`src/rtl/b_dly_cal_ctrl.sv`:
```
// Successive-approximation calibration controller for the b_dly_f64c8 delay line.
// Binary-searches a 9-bit delay code against a phase detector using majority voting per trial bit.
module b_dly_cal_ctrl #(
  parameter int SETTLE_CYC = 16,
  parameter int NSAMP      = 8
) (
  input  logic       i_clk,
  input  logic       i_rstn,
  input  logic       i_start,
  input  logic       i_abort,
  input  logic       i_pd,
  input  logic       i_man_en,
  input  logic [8:0] i_man_sel,
  output logic [8:0] o_dly_sel,
  output logic       o_busy,
  output logic       o_done,
  output logic       o_sat
);

  typedef enum logic [2:0] {
    S_IDLE   = 3'd0,
    S_SETTLE = 3'd1,
    S_SAMPLE = 3'd2,
    S_DECIDE = 3'd3,
    S_DONE   = 3'd4
  } state_t;

  localparam logic [7:0] SETTLE_LAST = 8'(SETTLE_CYC - 1);
  localparam logic [7:0] SAMP_LAST   = 8'(NSAMP - 1);
  localparam logic [7:0] HALF        = 8'(NSAMP / 2);

  state_t     state_q, state_d;
  logic [8:0] result_q, result_d;
  logic [3:0] k_q, k_d;
  logic [7:0] settle_cnt_q, settle_cnt_d;
  logic [7:0] samp_cnt_q, samp_cnt_d;
  logic [7:0] ones_q, ones_d;
  logic [8:0] lk_sel_q, lk_sel_d;
  logic [8:0] dly_q, dly_d;
  logic       busy_q, busy_d;
  logic       done_q, done_d;
  logic       sat_q, sat_d;

  logic [8:0] idle_sel_s;
  logic [8:0] trial_s;
  logic [8:0] decided_s;
  logic       abort_s;

  assign idle_sel_s = i_man_en ? i_man_sel : lk_sel_q;
  assign trial_s    = result_q | (9'd1 << k_q);
  // Majority of "late" votes means the trial code overshoots, so bit k is dropped.
  assign decided_s  = (ones_q > HALF) ? (trial_s & ~(9'd1 << k_q)) : trial_s;
  assign abort_s    = i_abort && (state_q != S_IDLE);

  // State register
  always_ff @(posedge i_clk or negedge i_rstn) begin
    if (!i_rstn) begin
      state_q <= S_IDLE;
    end else begin
      state_q <= state_d;
    end
  end

  // Next-state logic; abort overrides every in-flight transition
  always_comb begin
    state_d = state_q;
    if (abort_s) begin
      state_d = S_IDLE;
    end else begin
      case (state_q)
        S_IDLE:   state_d = i_start ? S_SETTLE : S_IDLE;
        S_SETTLE: state_d = (settle_cnt_q == SETTLE_LAST) ? S_SAMPLE : S_SETTLE;
        S_SAMPLE: state_d = (samp_cnt_q == SAMP_LAST) ? S_DECIDE : S_SAMPLE;
        S_DECIDE: state_d = (k_q == 4'd0) ? S_DONE : S_SETTLE;
        S_DONE:   state_d = S_IDLE;
        default:  state_d = S_IDLE;
      endcase
    end
  end

  // Datapath and registered-output next values
  always_comb begin
    result_d     = result_q;
    k_d          = k_q;
    settle_cnt_d = settle_cnt_q;
    samp_cnt_d   = samp_cnt_q;
    ones_d       = ones_q;
    lk_sel_d     = lk_sel_q;
    dly_d        = dly_q;
    sat_d        = sat_q;
    done_d       = 1'b0;
    busy_d       = (state_d != S_IDLE);
    if (abort_s) begin
      settle_cnt_d = 8'd0;
      samp_cnt_d   = 8'd0;
      ones_d       = 8'd0;
      dly_d        = idle_sel_s;
    end else begin
      case (state_q)
        S_IDLE: begin
          if (i_start) begin
            result_d     = 9'd0;
            k_d          = 4'd8;
            settle_cnt_d = 8'd0;
            samp_cnt_d   = 8'd0;
            ones_d       = 8'd0;
            dly_d        = 9'd256;
          end else begin
            dly_d = idle_sel_s;
          end
        end
        S_SETTLE: begin
          if (state_d == S_SAMPLE) begin
            settle_cnt_d = 8'd0;
          end else begin
            settle_cnt_d = settle_cnt_q + 8'd1;
          end
        end
        S_SAMPLE: begin
          ones_d = ones_q + {7'd0, i_pd};
          if (state_d == S_DECIDE) begin
            samp_cnt_d = 8'd0;
          end else begin
            samp_cnt_d = samp_cnt_q + 8'd1;
          end
        end
        S_DECIDE: begin
          result_d     = decided_s;
          settle_cnt_d = 8'd0;
          samp_cnt_d   = 8'd0;
          ones_d       = 8'd0;
          if (k_q != 4'd0) begin
            k_d   = k_q - 4'd1;
            dly_d = decided_s | (9'd1 << (k_q - 4'd1));
          end else begin
            done_d   = 1'b1;
            lk_sel_d = decided_s;
            sat_d    = (decided_s == 9'd0) || (decided_s == 9'd511);
            dly_d    = decided_s;
          end
        end
        S_DONE:  dly_d = idle_sel_s;
        default: dly_d = idle_sel_s;
      endcase
    end
  end

  // Datapath and output registers
  always_ff @(posedge i_clk or negedge i_rstn) begin
    if (!i_rstn) begin
      result_q     <= 9'd0;
      k_q          <= 4'd8;
      settle_cnt_q <= 8'd0;
      samp_cnt_q   <= 8'd0;
      ones_q       <= 8'd0;
      lk_sel_q     <= 9'd0;
      dly_q        <= 9'd0;
      busy_q       <= 1'b0;
      done_q       <= 1'b0;
      sat_q        <= 1'b0;
    end else begin
      result_q     <= result_d;
      k_q          <= k_d;
      settle_cnt_q <= settle_cnt_d;
      samp_cnt_q   <= samp_cnt_d;
      ones_q       <= ones_d;
      lk_sel_q     <= lk_sel_d;
      dly_q        <= dly_d;
      busy_q       <= busy_d;
      done_q       <= done_d;
      sat_q        <= sat_d;
    end
  end

  assign o_dly_sel = dly_q;
  assign o_busy    = busy_q;
  assign o_done    = done_q;
  assign o_sat     = sat_q;

endmodule

```
`config.mk`:
```
export PLATFORM = sky130hd
export DESIGN_NAME = b_dly_cal_ctrl
export DESIGN_NICKNAME = d
export VERILOG_FILES = /design/src/rtl/b_dly_cal_ctrl.sv
export SDC_FILE = /design/constraint.sdc
export NUM_CORES = 1
export LEC_CHECK = 0
export CAP_MARGIN = 20
export CORE_MARGIN = 1.5
export CORE_UTILIZATION = 55
export CTS_BUF_LIST = sky130_fd_sc_hd__clkbuf_4 sky130_fd_sc_hd__clkbuf_8
export CTS_CLUSTER_DIAMETER = 80
export DETAILED_ROUTE_END_ITERATION = 8
export HOLD_SLACK_MARGIN = 0.05
export MAX_ROUTING_LAYER = met4
export PLACE_DENSITY = 0.8
export SLEW_MARGIN = 20
export SYNTH_ARGS = -nofsm -noshare
export SYNTH_HDL_FRONTEND = slang
export SYNTH_SLANG_ARGS = --single-unit
```
`constraint.sdc`:
```
create_clock -name i_clk -period 2.07 [get_ports i_clk]
set_clock_uncertainty 0.15 [all_clocks]
set_input_delay 0.621 -clock i_clk [delete_from_list [all_inputs] [get_ports i_clk]]
set_output_delay 0.621 -clock i_clk [all_outputs]
set_load 0.01 [all_outputs]
```
# ---- Yosys cells after proc, flatten, opt, wreduce, memory -nomap -nowiden
# Index checks and enable logic that the tools add are counted.
dict set report totals {
  ff_bits 61
  input_bits 15
  output_inout_bits 12
  elab_cells 82
}
dict set report classes {
  n_addsub 4
  magnitude_cmp 1
  eq_ne 12
  shift 2
  mux 29
  bitwise_logic 6
  reduce_logical 17
}
# cell n
set op_table {}
lappend op_table {{case mux 8 bit (3 select lines)} 3}
lappend op_table {{2-to-1 mux 9 bit} 6}
lappend op_table {{2-to-1 mux 8 bit} 6}
lappend op_table {{case mux 9 bit (3 select lines)} 1}
lappend op_table {{OR 9 bit} 2}
lappend op_table {{case mux 9 bit (2 select lines)} 1}
lappend op_table {{left shift 1 x 4 -> 9 bit (first input constant)} 2}
lappend op_table {{adder 8 x 1 -> 8 bit (second input constant)} 2}
lappend op_table {{== test 3 x 2 -> 1 bit (second input constant)} 4}
lappend op_table {{case mux 3 bit (4 select lines)} 1}
lappend op_table {{nonzero test 4 bit} 3}
lappend op_table {{bitwise AND 9 bit} 1}
lappend op_table {{== test 9 bit (second input constant)} 1}
lappend op_table {{logical NOT 9 bit} 1}
lappend op_table {{NOT 9 bit} 1}
lappend op_table {{adder 8 x 1 -> 8 bit} 1}
lappend op_table {{== test 8 x 3 -> 1 bit (second input constant)} 1}
lappend op_table {{== test 8 x 4 -> 1 bit (second input constant)} 1}
lappend op_table {{> comparator 8 x 3 -> 1 bit (second input constant)} 1}
lappend op_table {{2-to-1 mux 4 bit} 2}
lappend op_table {{case mux 4 bit (2 select lines)} 1}
lappend op_table {{2-to-1 mux 3 bit} 2}
lappend op_table {{AND reduction 3 bit} 2}
lappend op_table {{nonzero test 3 bit} 2}
lappend op_table {{other kinds (16)} 23}

# ---- Longest topological paths before layout
dict set report logic_depth {
  depth_word 8
  ltp_mapped 9
  ltp_nobuf 7
}

# ---- Worst setup path after synthesis
# OpenSTA, ideal clock, no wires.
dict set report synth_timing {
  path_type {register -> register}
  startpoint {register k_q[0]}
  endpoint {register sat_q, in the netlist o_sat}
  t_arrival_ns 1.964
  required_time_ns 1.810
  slack_ns -0.154
  path_stages_with_launch 8
  synth_period_minus_slack_ns 2.224
  cell_sequence {dfrtp_1 inv_1 ha_1 clkbuf_1 nor4_1 o22ai_1 a221o_1 o41ai_1}
}
dict set report synth_between {
  elab_chain_len 6
}
# item line_no
set synth_rtl {}
lappend synth_rtl {{start, declared} 34} ;# logic [3:0] k_q, k_d;
lappend synth_rtl {{start signal, assigned} 163} ;# k_q <= k_d;
lappend synth_rtl {{left shift 1 x 4 -> 9 bit} {50, 52}}
lappend synth_rtl {{OR 9 bit or NOT 9 bit (tied branches)} {50, 52}}
lappend synth_rtl {{bitwise AND 9 bit} 52} ;# assign decided_s = (ones_q > HALF) ? (trial_s & ~(9'd1 << k_q)) : trial_s;
lappend synth_rtl {{2-to-1 mux 9 bit} 52}
lappend synth_rtl {{== test 9 bit or logical NOT 9 bit (tied branches)} 138} ;# sat_d = (decided_s == 9'd0) || (decided_s == 9'd511);
lappend synth_rtl {{logical OR 1 bit} 138}
lappend synth_rtl {{end signal, assigned} 171} ;# sat_q <= sat_d;
lappend synth_rtl {{end, declared} 42} ;# logic sat_q, sat_d;
# Parallel ways exist; a longest one is shown, timed or not.
# A chain may end at the register's enable or synchronous reset.

# ---- Worst setup path in the final report
dict set report layout_timing {
  startpoint {register k_q[1]}
  endpoint {register dly_q[5], in the netlist o_dly_sel[5]}
}
dict set report layout_between {
  elab_chain_len 8
}
# item line_no
set layout_rtl {}
lappend layout_rtl {{branches (longest 5 deep; another with subtractor 4 x 1 -> 4 bit)} -}
lappend layout_rtl {{2-to-1 mux 9 bit *} 132} ;# if (k_q != 4'd0) begin
lappend layout_rtl {{case mux 9 bit (3 select lines) *} 99} ;# case (state_q)
lappend layout_rtl {{2-to-1 mux 9 bit *} 93} ;# if (abort_s) begin
lappend layout_rtl {{end signal, assigned} 168} ;# dly_q <= dly_d;
lappend layout_rtl {{end, declared} 39} ;# logic [8:0] dly_q, dly_d;
# Mark *: on every way between the ends.

==> metrics.txt <==
status finished, violations left; failing checks setup timing; Slowest-stage cell, CP dfrtp_1; total die area 6840 sq um; Final period util 101%; CP required 2.15 ns; Clk Latency, worst-skew pair 0.35 ns; n_diodes 0; Top delay family on crit path simple AND/OR/NAND/NOR gates; H-tree levels 3; Critical Path End Type flip-flop; synthesized cell area 3490 sq um; HP Class primary input to async pin; Placed Area 4230 sq um; Synthesized Nets 412; Unique masters post-synth 57; CP bufs+invs 2; Pwr Density 606 nW/um^2; CP cell instances inv_2 -> ha_4 -> nor3b_4 -> buf_6 -> nor2_2 -> and3b_2 -> a221oi_2 -> o21ai_1; Starting Density 58.0%; MaxCap Viol Count 0; clock transition at the registers of the reported paths 0.08 ns; CTS Buf Count 9; max incr delay on CP 0.42 ns; root buf cell clkbuf_8; Ys Warns 0; Site Rows 28; RSZ-0062 raised after global routing yes; Synth Register Bits 61; CTS tree done; CP Class flip-flop to flip-flop; initial antenna violation count 0; grt ovf 0; Slew HR 72.0%; dominant synthesized flop cell dfrtp_1; drt pass-1 iters 4; Placer Congestion 0.874; Vias 3,334; Worst setup SP type flip-flop; vias in the first global route 3,204; Finished Layout Cells 553; Die Width 82.7 um; FILL cells 354; total track usage 29.8%; Avg WL per Cell 17.5 um; clk sinks 61; I/O Pins 27; pin count of the biggest net entering global routing 62; Crit path arrival time 2.18 ns; Worst-Margin Slew 0.409 ns; maximum VDD drop 0.000509 V; number of synthesized flops with an enable pin 0; Hold Slack 0.121 ns; HPWL after DPL 6180 um; layout overhead on the synthesized area 37.9%; Slew Viols, Final 0; initial drt markers 200; DRC 0; Routed Antenna Nets 0; routed wire length 9660 um; fmax 476 MHz; Core Region 6030 sq um; first-pass GRT wire length 14,800 um; Bufs on Longest Clock Path 2; final instance area 4820 sq um; Die H 82.7 um; Net count, final 497; Mapped Avg Cell Area 9.00 sq um; cell count after synthesis 388; worst setup margin -0.0299 ns; Worst Path Max Fanout 5; Hold Vio Cnt, Final 0; Finish-stage setup viols 3; vias per cell 6.03; placed cells 525; Synth async-reset ratio 100%; IO buf count 26; share of cells above drive strength 1 28.7%; Seq/Total Area, Yosys 43.7%; leakage 2.30 nW; Tmin final 2.10 ns; Final Power 2.92 mW
==> worst register-to-register path, cell delays in order, from the launching register on <==
cell and delay (ns):
dfrtp_1 0.42, inv_2 0.15, ha_4 0.20, nor3b_4 0.22, buf_6 0.14, nor2_2 0.04, and3b_2 0.26, a221oi_2 0.27
o21ai_1 0.12
==> metrics by stage <==
step / setup TNS, ns / utilization (%) / worst slack [ns]
after floorplan: -0.0859 / - / -0.0859
after global placement: -19.47 / 70.2 / -0.503
after detailed placement: -21.13 / 70.2 / -0.602
after CTS: 0 / 76.1 / 0.000122
after global routing: -0.413 / 79.9 / -0.0991
final: -0.0620 / 79.9 / -0.0299
==> where the power goes <==
| group | internal, mW | switching, mW |
|---|---|---|
| registers | 1.23 | 0.0376 |
| clock network | 0.681 | 0.531 |
| logic | 0.216 | 0.224 |
==> logic make-up (layout without fill, tap and decap cells) <==
logic type / after synthesis / in the layout / synth area share, %
and+or+nand+nor: 153 / 153 / 22.2
muxes: 19 / 19 / 5.48
buffers and inverters: 33 / 123 / 3.91
xor gates and xnor gates: 8 / 8 / 2.01
DFF: 61 / 61 / 43.7
adders and majority gates: 9 / 9 / 3.22
AOI/OAI and AO/OA: 105 / 105 / 19.5
==> registers in the layout, summed over array words and instances (netlist names) <==
register      cells
k_q               4
result_q          9
o_sat             1
settle_cnt_q      8
state_q           3
lk_sel_q          9
o_done            1
samp_cnt_q        8
o_dly_sel         9
ones_q            8
o_busy            1
==> final cells by class <==
cell class | instances | area, sq um | share of cell area (%)
Multi-Input combinational cell | 294 | 2080 | 43.1
Inverter | 13 | 48.8 | 1.01
Clock inverter | 7 | 97.6 | 2.03
Clock buffer | 9 | 124 | 2.57
Tap cell | 75 | 93.8 | 1.95
Sequential cell | 61 | 1530 | 31.7
Timing Repair Buffer | 94 | 846 | 17.6
==> synthesized netlist by cell type (all sizes together), types with 3 or more instances <==
cell / number / area, sq um
a22o: 5 / 43.8
o22ai: 7 / 43.8
nor3: 20 / 105
o21bai: 3 / 22.5
nand2: 56 / 210
nand3: 10 / 50.1
mux2i: 18 / 180
nor4: 4 / 25.0
or3: 6 / 42.5
inv: 13 / 48.8
o21ai: 52 / 264
a21oi: 10 / 57.6
or4: 3 / 22.5
clkbuf: 8 / 30.0
nor2b: 3 / 18.8
a221oi: 7 / 61.3
xnor2: 7 / 61.3
nor2: 24 / 90.1
buf: 12 / 57.6
and3: 7 / 43.8
nand2b: 3 / 18.8
dfrtp: 60 / 1500
ha: 9 / 113
==> path summary, 6_finish.rpt <==
| path | startpoint | slack (ns) | endpoint | cells after the start |
|---|---|---|---|---|
| worst max-delay path | k_q[1] | -0.03 | o_dly_sel[5] | 8 |
| worst min-delay path | i_rstn | 0.12 | samp_cnt_q[0] | 2 |
| worst max register to register | k_q[1] | -0.03 | o_dly_sel[5] | 8 |
| worst min register to register | lk_sel_q[0] | 0.33 | lk_sel_q[0] | 2 |
| max in group asynchronous | i_rstn | 1.34 | k_q[3] | 2 |
| min in group i_clk | lk_sel_q[0] | 0.33 | lk_sel_q[0] | 2 |
==> layer usage <==
metal	vias to the layer above	wire (um)	GRT usage [%]
li1	1580	-	-
met1	1610	3970	34.2
met2	114	4900	50.2
met3	30	486	6.26
met4	0	307	12.8
met5	-	0	-
==> timing repair <==
action,in CTS,in global routing
setup buffers,7,5
endpoints found under the hold margin,0,0
endpoints found under the setup margin,33,36
gates cloned,1,0
gates resized for setup,21,55
hold buffers,0,0
pin swaps,8,14
==> layout by cell type, fill, tap and decap left out, types with 6 or more instances in the layout <==
master            n
dfrtp_1          59
buf_4            58
nand2_1          55
o21ai_0          40
nor2_1           22
nor3_1           18
mux2i_1          18
clkdlybuf4s50_1  14
inv_1            11
o21ai_1          11
nand3_1           9
clkbuf_8          9
a21oi_1           8
dlymetal6s2s_1    8
o22ai_1           7
a221oi_2          7
buf_6             7
xnor2_1           6
(Power assumes the default switching activity.)
